$ cat src/rtl/mux_rr_arbiter_pkg.sv
// Shared definitions for the round-robin mux arbiter.
//   NUM_REQ : number of requesters sharing the 4:1 mux
//   SEL_W   : width of the mux select / requester index
//   state_t : arbiter FSM states
//   win_t   : result of a round-robin winner search
//   onehot  : index -> one-hot grant vector
package mux_rr_arbiter_pkg;

  localparam int NUM_REQ = 4;
  localparam int SEL_W   = 2;

  typedef enum logic {
    ST_IDLE  = 1'b0,
    ST_GRANT = 1'b1
  } state_t;

  typedef struct packed {
    logic             found;
    logic [SEL_W-1:0] idx;
  } win_t;

  function automatic logic [NUM_REQ-1:0] onehot(input logic [SEL_W-1:0] idx);
    return NUM_REQ'(1) << idx;
  endfunction

endpackage

$ cat src/rtl/mux_rr_arbiter_if.sv
// Requester-side bus of the round-robin mux arbiter.
//   req  : request lines, req[i] <-> mux input i (a,b,c,d)
//   din  : data bits presented to the mux, din[i] <-> mux input i
//   gnt  : registered one-hot grant, zero when idle
//   sel  : registered mux select (index of granted requester)
//   busy : high while a grant is active
//   dout : registered mux output, lags sel by one cycle
// master = requester/environment side, slave = arbiter side.
interface mux_rr_arbiter_if;
  import mux_rr_arbiter_pkg::*;

  logic [NUM_REQ-1:0] req;
  logic [NUM_REQ-1:0] din;
  logic [NUM_REQ-1:0] gnt;
  logic [SEL_W-1:0]   sel;
  logic               busy;
  logic               dout;

  modport master (
    output req, din,
    input  gnt, sel, busy, dout
  );

  modport slave (
    input  req, din,
    output gnt, sel, busy, dout
  );

endinterface

$ cat src/rtl/mux_rr_arbiter_mux.sv
// Existing 4:1 single-bit multiplexer shared by the arbiter.
//   a, b, c, d : data inputs (select 0..3)
//   s          : 2-bit select
//   out        : selected data bit (combinational)
module mux_rr_arbiter_mux (
  input  logic       a,
  input  logic       b,
  input  logic       c,
  input  logic       d,
  input  logic [1:0] s,
  output logic       out
);

  always_comb begin
    out = 1'b0;
    case (s)
      2'd0:    out = a;
      2'd1:    out = b;
      2'd2:    out = c;
      default: out = d;
    endcase
  end

endmodule

$ cat src/rtl/mux_rr_arbiter.sv
// Round-robin arbiter in front of the shared 4:1 mux.
// Grants one requester at a time, drives the mux select from the grant,
// limits each grant to MAX_HOLD consecutive cycles and registers the
// selected data bit.
//   clk   : system clock, rising edge
//   rst_n : asynchronous active-low reset
//   bus   : requester bus (slave side), see mux_rr_arbiter_if
// Parameters:
//   MAX_HOLD : max consecutive cycles per grant (1..15)
//   CNT_W    : hold counter width, 2**CNT_W > MAX_HOLD-1
module mux_rr_arbiter #(
  parameter int MAX_HOLD = 4,
  parameter int CNT_W    = 4
) (
  input  logic             clk,
  input  logic             rst_n,
  mux_rr_arbiter_if.slave  bus
);
  import mux_rr_arbiter_pkg::*;

  localparam logic [CNT_W-1:0] HOLD_LAST = CNT_W'(MAX_HOLD - 1);

  state_t             state;
  logic [SEL_W-1:0]   ptr;
  logic [CNT_W-1:0]   hold_cnt;
  logic [NUM_REQ-1:0] gnt_r;
  logic [SEL_W-1:0]   sel_r;
  logic               busy_r;
  logic               dout_r;
  logic               mux_out;

  logic               release_now;
  logic [SEL_W-1:0]   next_ptr;
  win_t               idle_win;
  win_t               rel_win;

  // First set req bit at or after start, wrapping mod NUM_REQ.
  // Scanning offsets from the far end lets the nearest hit overwrite.
  function automatic win_t find_winner(input logic [NUM_REQ-1:0] r,
                                       input logic [SEL_W-1:0]   start);
    win_t             w;
    logic [SEL_W-1:0] idx;
    w = '0;
    for (int i = NUM_REQ - 1; i >= 0; i--) begin
      idx = start + SEL_W'(i);
      if (r[idx]) begin
        w.found = 1'b1;
        w.idx   = idx;
      end
    end
    return w;
  endfunction

  // Dropped request and hold expiry in the same cycle are a single release.
  // The released requester's bit is already low when it dropped, so the
  // plain req vector acts as the masked search input; when it is still high
  // (expiry) the wrap-around lets a sole requester win again.
  always_comb begin
    release_now = !bus.req[sel_r] || (hold_cnt == HOLD_LAST);
    next_ptr    = sel_r + SEL_W'(1);
    idle_win    = find_winner(bus.req, ptr);
    rel_win     = find_winner(bus.req, next_ptr);
  end

  mux_rr_arbiter_mux u_mux (
    .a   (bus.din[0]),
    .b   (bus.din[1]),
    .c   (bus.din[2]),
    .d   (bus.din[3]),
    .s   (sel_r),
    .out (mux_out)
  );

  always_ff @(posedge clk or negedge rst_n) begin
    if (!rst_n) begin
      state    <= ST_IDLE;
      ptr      <= '0;
      hold_cnt <= '0;
      gnt_r    <= '0;
      sel_r    <= '0;
      busy_r   <= 1'b0;
      dout_r   <= 1'b0;
    end else begin
      // output register: mux output sampled with the select of this cycle
      dout_r <= busy_r ? mux_out : 1'b0;

      case (state)
        ST_IDLE: begin
          if (idle_win.found) begin
            state    <= ST_GRANT;
            gnt_r    <= onehot(idle_win.idx);
            sel_r    <= idle_win.idx;
            busy_r   <= 1'b1;
            hold_cnt <= '0;
          end
        end

        ST_GRANT: begin
          if (!release_now) begin
            hold_cnt <= hold_cnt + CNT_W'(1);
          end else begin
            ptr      <= next_ptr;
            hold_cnt <= '0;
            if (rel_win.found) begin
              gnt_r <= onehot(rel_win.idx);
              sel_r <= rel_win.idx;
            end else begin
              state  <= ST_IDLE;
              gnt_r  <= '0;
              busy_r <= 1'b0;
            end
          end
        end

        default: begin
          state  <= ST_IDLE;
          gnt_r  <= '0;
          busy_r <= 1'b0;
        end
      endcase
    end
  end

  assign bus.gnt  = gnt_r;
  assign bus.sel  = sel_r;
  assign bus.busy = busy_r;
  assign bus.dout = dout_r;

endmodule
$ cat src/flat_wrapper.sv
// flat-port wrapper written by rule: the top's interface ports become plain ports
module mux_rr_arbiter_flat import mux_rr_arbiter_pkg::*;
#(
  parameter int MAX_HOLD = 4,
  parameter int CNT_W    = 4
)
  (clk, rst_n, bus_req, bus_din, bus_gnt, bus_sel, bus_busy, bus_dout);
  mux_rr_arbiter_if bus_i ();
  input  logic clk;
  input  logic rst_n;
  input wire logic [$bits(bus_i.req)-1:0] bus_req;
  input wire logic [$bits(bus_i.din)-1:0] bus_din;
  output wire logic [$bits(bus_i.gnt)-1:0] bus_gnt;
  output wire logic [$bits(bus_i.sel)-1:0] bus_sel;
  output wire logic [$bits(bus_i.busy)-1:0] bus_busy;
  output wire logic [$bits(bus_i.dout)-1:0] bus_dout;
  assign bus_i.req = bus_req;
  assign bus_i.din = bus_din;
  assign bus_gnt = bus_i.gnt;
  assign bus_sel = bus_i.sel;
  assign bus_busy = bus_i.busy;
  assign bus_dout = bus_i.dout;
  mux_rr_arbiter #(.MAX_HOLD(MAX_HOLD), .CNT_W(CNT_W)) u_core (.clk(clk), .rst_n(rst_n), .bus(bus_i));
endmodule
$ cat config.mk
export PLATFORM = sky130hd
export DESIGN_NAME = mux_rr_arbiter_flat
export DESIGN_NICKNAME = d
export VERILOG_FILES = /design/src/rtl/mux_rr_arbiter_pkg.sv /design/src/rtl/mux_rr_arbiter_if.sv /design/src/rtl/mux_rr_arbiter_mux.sv /design/src/rtl/mux_rr_arbiter.sv /design/src/flat_wrapper.sv
export SDC_FILE = /design/constraint.sdc
export NUM_CORES = 1
export LEC_CHECK = 0
export ABC_AREA = 1
export CORE_UTILIZATION = 54
export DETAILED_ROUTE_END_ITERATION = 12
export PLACE_DENSITY = 0.75
export SLEW_MARGIN = 5
export SYNTH_ARGS = -nofsm -noshare
export SYNTH_HDL_FRONTEND = slang
export SYNTH_HIERARCHICAL = 1
export SYNTH_SLANG_ARGS = --single-unit
$ cat constraint.sdc
create_clock -name clk -period 1.9 [get_ports clk]
set_input_delay 0.57 -clock clk [delete_from_list [all_inputs] [get_ports clk]]
set_output_delay 0.57 -clock clk [all_outputs]
set_load 0.05 [all_outputs]
# Yosys cells after proc, flatten, opt, wreduce, memory -nomap -nowiden
# Cells that the tools add are included.
# word_totals
input_bits	10
ff_bits	15
output_inout_bits	8
elab_cells	88
# classes
n_bitwise	1
magnitude_cmp	9
n_eq_ne	7
n_addsub	8
n_reduce_logical	7
mux	47
n_shift	2
# ops
op	n
2-bit by 3-bit < comparator with 1-bit output, second input constant	9
3-bit 2-to-1 mux	8
4-bit 2-to-1 mux	5
1-bit binary-select mux with 2-bit select	9
1-bit 2-to-1 mux	16
4-bit case mux with 2 select lines	2
2-bit adder, second input constant	4
1-bit by 2-bit left shift with 4-bit output, first input constant	2
2-bit by 1-bit adder with 2-bit output, second input constant	3
2-bit 2-to-1 mux	3
2-bit != test, second input constant	3
3-bit AND reduction	2
4-bit by 1-bit adder with 4-bit output, second input constant	1
4-bit by 2-bit == test with 1-bit output, second input constant	1
1-bit case mux with 2 select lines	2
2-bit case mux with 2 select lines	1
2-bit AND reduction	2
1-bit case mux with 3 select lines	1
2-bit by 1-bit == test with 1-bit output, second input constant	1
2-bit == test, second input constant	1
2-bit zero test	1
2-bit by 1-bit != test with 1-bit output, second input constant	1
1-bit zero test	1
1-bit logical OR	1
1-bit inverter	1

# Logic depth before layout (Yosys ltp)
# Gate-level depths: netlist of the first run.
# logic_depth
depth_word	12
ltp_mapped	14
ltp_nobuf	14

# By module
# The synthesis of the first run kept the hierarchy.
# modules_own_cells
mod	instances	seq_area_each_um2	cells_each	area_per_inst_um2
mux_rr_arbiter	1	375.4	180	1194.9
mux_rr_arbiter_mux	1	0.0	13	51.3

# Worst setup path after synthesis of the first run
# Ideal clock, no wire load.
# synth_timing
path_kind	reg2reg
from	register u_core.sel_r[0] (netlist: u_core/bus.sel[0])
to	register u_core.gnt_r[0] (netlist: u_core/bus.gnt[0])
setup_time_ps	118
t_required_ps	1782
path_buffers	0
synth_period_minus_slack_ps	1770
stages_incl_launch_ff	14
t_arrival_ps	1652
path_slack_ps	130
cell_sequence	dfrtp_1 inv_1 nand2_1 nand3_1 nand2_1 inv_1 nand2_1 nand2_1 nand2_2 nand2_2 nand3_1 nand2_1 nand2_1 nand2_1
# synth_via
elab_chain_cells	12
word_cells_on_any_way	26
classes_between	add/sub: 4; eq/ne: 1; shift: 1; mux: 17; reduce/logical: 3
# synth_lines
element	line_no	text
from (decl)	mux_rr_arbiter.sv:27	logic [SEL_W-1:0] sel_r;
from (signal assigned)	mux_rr_arbiter.sv:92	sel_r <= idle_win.idx;
from (signal assigned)	mux_rr_arbiter.sv:106	sel_r <= rel_win.idx;
2-bit by 1-bit adder with 2-bit output	mux_rr_arbiter.sv:60	next_ptr = sel_r + SEL_W'(1);
2-bit adder	mux_rr_arbiter.sv:45	idx = start + SEL_W'(i);
1-bit binary-select mux with 2-bit select	mux_rr_arbiter.sv:46	if (r[idx]) begin
1-bit 2-to-1 mux (implied by the code)	mux_rr_arbiter.sv:46	
3-bit 2-to-1 mux (4 in a row)	mux_rr_arbiter.sv:46	
1-bit by 2-bit left shift with 4-bit output	mux_rr_arbiter_pkg.sv:23	return NUM_REQ'(1) << idx;
4-bit 2-to-1 mux	mux_rr_arbiter.sv:104	if (rel_win.found) begin
4-bit 2-to-1 mux	mux_rr_arbiter.sv:99	if (!release_now) begin
4-bit case mux with 2 select lines	mux_rr_arbiter.sv:87	case (state)
to (signal assigned)	mux_rr_arbiter.sv:91	gnt_r <= onehot(idle_win.idx);
to (signal assigned)	mux_rr_arbiter.sv:105	gnt_r <= onehot(rel_win.idx);
to (decl)	mux_rr_arbiter.sv:26	logic [NUM_REQ-1:0] gnt_r;
# Parallel ways exist; a longest one is shown, timed or not. The select of a mux whose other input is x is not followed.
# A chain may end at the register's enable or synchronous reset.

# Final worst setup path of the first run
# layout_timing
from	register u_core.sel_r[0] (netlist: u_core/bus.sel[0])
to	output port bus_sel[0]
# layout_rtl
element	line_no	text
to (decl)	flat_wrapper.sv:14	output wire logic [$bits(bus_i.sel)-1:0] bus_sel;
# No word-level cell between the ends.

==> flow_summary.ini, run 1 <==
[timing]
maxClockFrequency_mhz = 554.5
timing.final.setup_violations = 0
min_period_ns = 1.803
finalWorstSetupSlack_ns = 0.09667
post-route-period-util_pct = 94.91
fin_skew_ns = 0.005339
slew_viol_final = 0
rsz_0062_raised_after_global_routing = no
final_hold_viol_count = 0
worstMarginPinSlew_ns = 0.3791
timing.slew.headroom_pct = 74.73

[setup_path]
worst_r2r_start = u_core/ptr[0]
critPathCaptureType = output port
crit_top_cell = sky130_fd_sc_hd__buf_4
critPathMaxFanout = 6
cp_cell_sequence = buf_4 -> buf_4 -> buf_12
timing.setup.critical_path_class = register to output port
critical_path.reg2reg.endpoint = u_core/bus.gnt[2]
worst-r2r-setup-slack_ns = 0.22
worstPathArrival_ns = 1.23
crit_path_max_delay_cell_type = sky130_fd_sc_hd__dfrtp_2
critPathCapture = bus_sel[0]
cp_slowest_stage_delay_ns = 0.46
critical_path.startpoint_type = register
timing.critical_path.from = u_core/bus.sel[0]
rr_worst_depth = 10
cp.required_ns = 1.33

[floorplanning]
fp.dieArea_sq_mm = 0.002504
fp.coreArea_sq_mm = 0.002191
floorplan_row_count = 17
io_pins = 18
die-height_um = 50.04
initial_core_util_pct = 56.88
die-width_um = 50.04

[global_routing]
grt_first_pass_wirelength_um = 4685
number_of_antenna_violations_at_the_first_check_in_global_routing = 0
grt_util_met2_pct = 40.00
grt_start_max_net_pins = 16
global_route.overflow_total = 0
grt-busiest-layer = met2
grt_util_met1_pct = 33.46
globalRouteTotalUtil_pct = 24.69
first_global_vias = 1106
gr-usage-met3_pct = 5.864

[yosys]
synth-compound-area-share_pct = 10.44
syn-mean-instance-area_sq_um = 6.457
synthXorXnorAreaFrac_pct = 1.406
post_synth_num_cell_types = 31
synth_seq_cells = 15
yosys.area.top_type_share_pct = 30.12
synth.yosys.seq_area_share_pct = 30.12
yosys-mux-area-fraction_pct = 0
syn_inst = 193
post_synth_instance_area_sq_mm = 0.001246
synth_largest_area_cell = sky130_fd_sc_hd__dfrtp_1
synthesized_area_fraction_occupied_by_adder_cells_pct = 1.004
synthSimpleGateAreaFrac_pct = 45.88
synth_top_family_by_area = simple AND/OR/NAND/NOR gates
yosysWarnings = 6
largest_cells_by_area_after_synthesis = sky130_fd_sc_hd__dfrtp_1, sky130_fd_sc_hd__nand2_1, sky130_fd_sc_hd__nand3_1, sky130_fd_sc_hd__inv_1, sky130_fd_sc_hd__nand2_4
synth_fp_nets = 204

[power]
sw_frac_of_total_pct = 54.56
clock_power_share_pct = 5.8
power.combinational.fraction_pct = 74.3
finalPower_mw = 3.083
flop_pwr_share_pct = 19.9
p_leak_nw = 0.8637
power_density_mw_per_mm2 = 2020
cell_int_power_mw = 1.401
netSwitchingPower_mw = 1.682
worst_ir_drop_vdd_v = 0.001299

[place]
io_buffer_count = 17
dp_worst_setup_slack_ns = -0.3282
place_hpwl_um = 2155
globalplace.congestion = 0.8657

[layout]
final.fill_count = 195
layout_common_cells = sky130_fd_sc_hd__nand2_1, sky130_fd_sc_hd__nand3_1, sky130_fd_sc_hd__buf_4, sky130_fd_sc_hd__inv_1, sky130_fd_sc_hd__dfrtp_1
ff_latch_area_sq_um = 376.6
antenna_cells_inserted = 0
flow.area_growth_from_synthesis_pct = 22.49
layout.nets = 231
drive_gt1_share_pct = 23.74
multi_input_comb_area_sq_um = 738.2
layout_commonest_cell = sky130_fd_sc_hd__nand2_1

[detailed_routing]
dr_total_vias = 1217
remaining_drc_errors = 0
routed_wl_um = 2695
detailedRoute.firstPassIterationCount = 4
routed_via_density = 4.927
drt.antenna.violating_nets = 0
wire_per_inst_um = 10.91
drt_iter0_markers = 26

[hold_path]
worstHoldPathCells = 2
hold_path.class = register to register

[cts]
cts_tree = done
clock_latency_ns = 0.28
cts-htree-levels = 1
postCtsSetupRepairBufs = 0
cts-buffers-inserted = 3
clockBufferDepth = 2
cts_hold_buffers = 0
cts.sink_count = 15
clk_transition_reported_paths_ns = 0.09
clockRootBuffer = sky130_fd_sc_hd__clkbuf_4

[status]
outcome = finished clean

[flow_run]
drv.max_cap_violation_count = 0
==> registers in the layout, summed over array words and instances, names as in the netlist <==
signal	flops
u_core/ptr	2
u_core/hold_cnt	4
u_core/state	1
u_core/bus.gnt	4
u_core/bus.sel	2
u_core/bus.busy	1
u_core/bus.dout	1
==> cells in the mapped netlist <==
library cell               number
sky130_fd_sc_hd__and2_4         2
sky130_fd_sc_hd__inv_1         16
sky130_fd_sc_hd__nor2_1         7
sky130_fd_sc_hd__nand3_1       18
sky130_fd_sc_hd__clkinv_4       1
sky130_fd_sc_hd__ha_1           1
sky130_fd_sc_hd__dfrtp_1       15
sky130_fd_sc_hd__o21ai_0        6
sky130_fd_sc_hd__o22ai_1        2
sky130_fd_sc_hd__clkinv_1       2
sky130_fd_sc_hd__inv_2          7
sky130_fd_sc_hd__nor2_2         1
sky130_fd_sc_hd__a31oi_1        1
sky130_fd_sc_hd__nand3_2        1
sky130_fd_sc_hd__o21ai_2        3
sky130_fd_sc_hd__a21oi_2        1
sky130_fd_sc_hd__inv_4          1
sky130_fd_sc_hd__buf_4          1
sky130_fd_sc_hd__nand2_2        5
sky130_fd_sc_hd__nand2_4        3
sky130_fd_sc_hd__nand2_1       84
sky130_fd_sc_hd__o21ai_1        1
sky130_fd_sc_hd__o21bai_2       1
sky130_fd_sc_hd__buf_6          2
sky130_fd_sc_hd__nor2_8         1
sky130_fd_sc_hd__xor2_1         1
sky130_fd_sc_hd__xnor2_1        1
sky130_fd_sc_hd__or2_4          1
sky130_fd_sc_hd__nand4_1        2
sky130_fd_sc_hd__a32o_1         1
sky130_fd_sc_hd__a21oi_1        4
==> power groups by stage <==
stage	Clock, mW	Sequential [mW]	Combinational [mW]
final	0.179	0.614	2.29
after global routing	0.195	0.638	2.56
after CTS	0.184	0.611	2.27
after detailed placement	0	0.615	2.26
after global placement	0	0.615	2.23
after floorplan	0	0.815	1.49
==> critical path, delay by kind of cell (launching register included) <==
kind | cells | cell delay (ns)
flip-flops | 1 | 0.46
buffers and inverters | 3 | 0.48
==> logic make-up (layout without fill, tap and decap cells) <==
kind of cell,count (synthesis),in the layout
compound gates,20,20
xor+xnor,2,2
fa+ha+maj,1,1
buf+inv,30,56
flops,15,15
simple gates,125,125
==> through the flow <==
step	utilization [%]	std cells	setup TNS, ns	instance area, sq um	hold slack [ns]
finish	69.67	247	0	1526	0.4884
global placement	67.85	243	-2.547	1486	0.4660
CTS	68.99	247	0	1511	0.4899
detailed placement	67.85	243	-3.151	1486	0.4664
floorplan	-	193	0	1246	0.2744
global route	69.67	247	0	1526	0.5127
==> metal layers <==
layer	routed length, um	vias to the layer above	share of wire, %
met5	0	-	0
met4	10	0	0.37
met3	123	3	4.6
met2	1260	28	47
met1	1300	533	48
li1	-	653	-
==> area by class of cell <==
type,instances,share of cell area [%]
inverter,27,7.131
multi-input combinational,148,48.36
timing repair buffer,25,15.82
sequential,15,24.67
tap,28,2.295
clock buffer,4,1.721
==> how the worst min path moves through the flow <==
stage                       from           endpoint  slack [ns]
2_1_floorplan              rst_n    u_core/bus.busy        0.27
3_3_place_gp   u_core/bus.gnt[3]  u_core/bus.gnt[3]        0.47
3_5_place_dp   u_core/bus.gnt[3]  u_core/bus.gnt[3]        0.47
4_1_cts        u_core/bus.gnt[3]  u_core/bus.gnt[3]        0.49
5_1_grt        u_core/bus.gnt[3]  u_core/bus.gnt[3]        0.51
6_report       u_core/bus.gnt[3]  u_core/bus.gnt[3]        0.49
==> repair_timing <==
item / 4_1_cts / 5_1_grt
pin swaps: 1 / 2
hold endpoints to repair: 0 / 0
resized for setup: 2 / 7
setup endpoints to repair: 4 / 9
Power figures use the tool's default switching activity.
==> inputs of run 2 (changes only) <==
--- a/config.mk
+++ b/config.mk
@@ -9,7 +9,7 @@
 export CORE_UTILIZATION = 54
 export DETAILED_ROUTE_END_ITERATION = 12
 export PLACE_DENSITY = 0.75
-export SLEW_MARGIN = 5
+export SLEW_MARGIN = 25
 export SYNTH_ARGS = -nofsm -noshare
 export SYNTH_HDL_FRONTEND = slang
 export SYNTH_HIERARCHICAL = 1
==> results of run 2 <==
No change in the layout: final DEF, timing and power equal those of run 1.
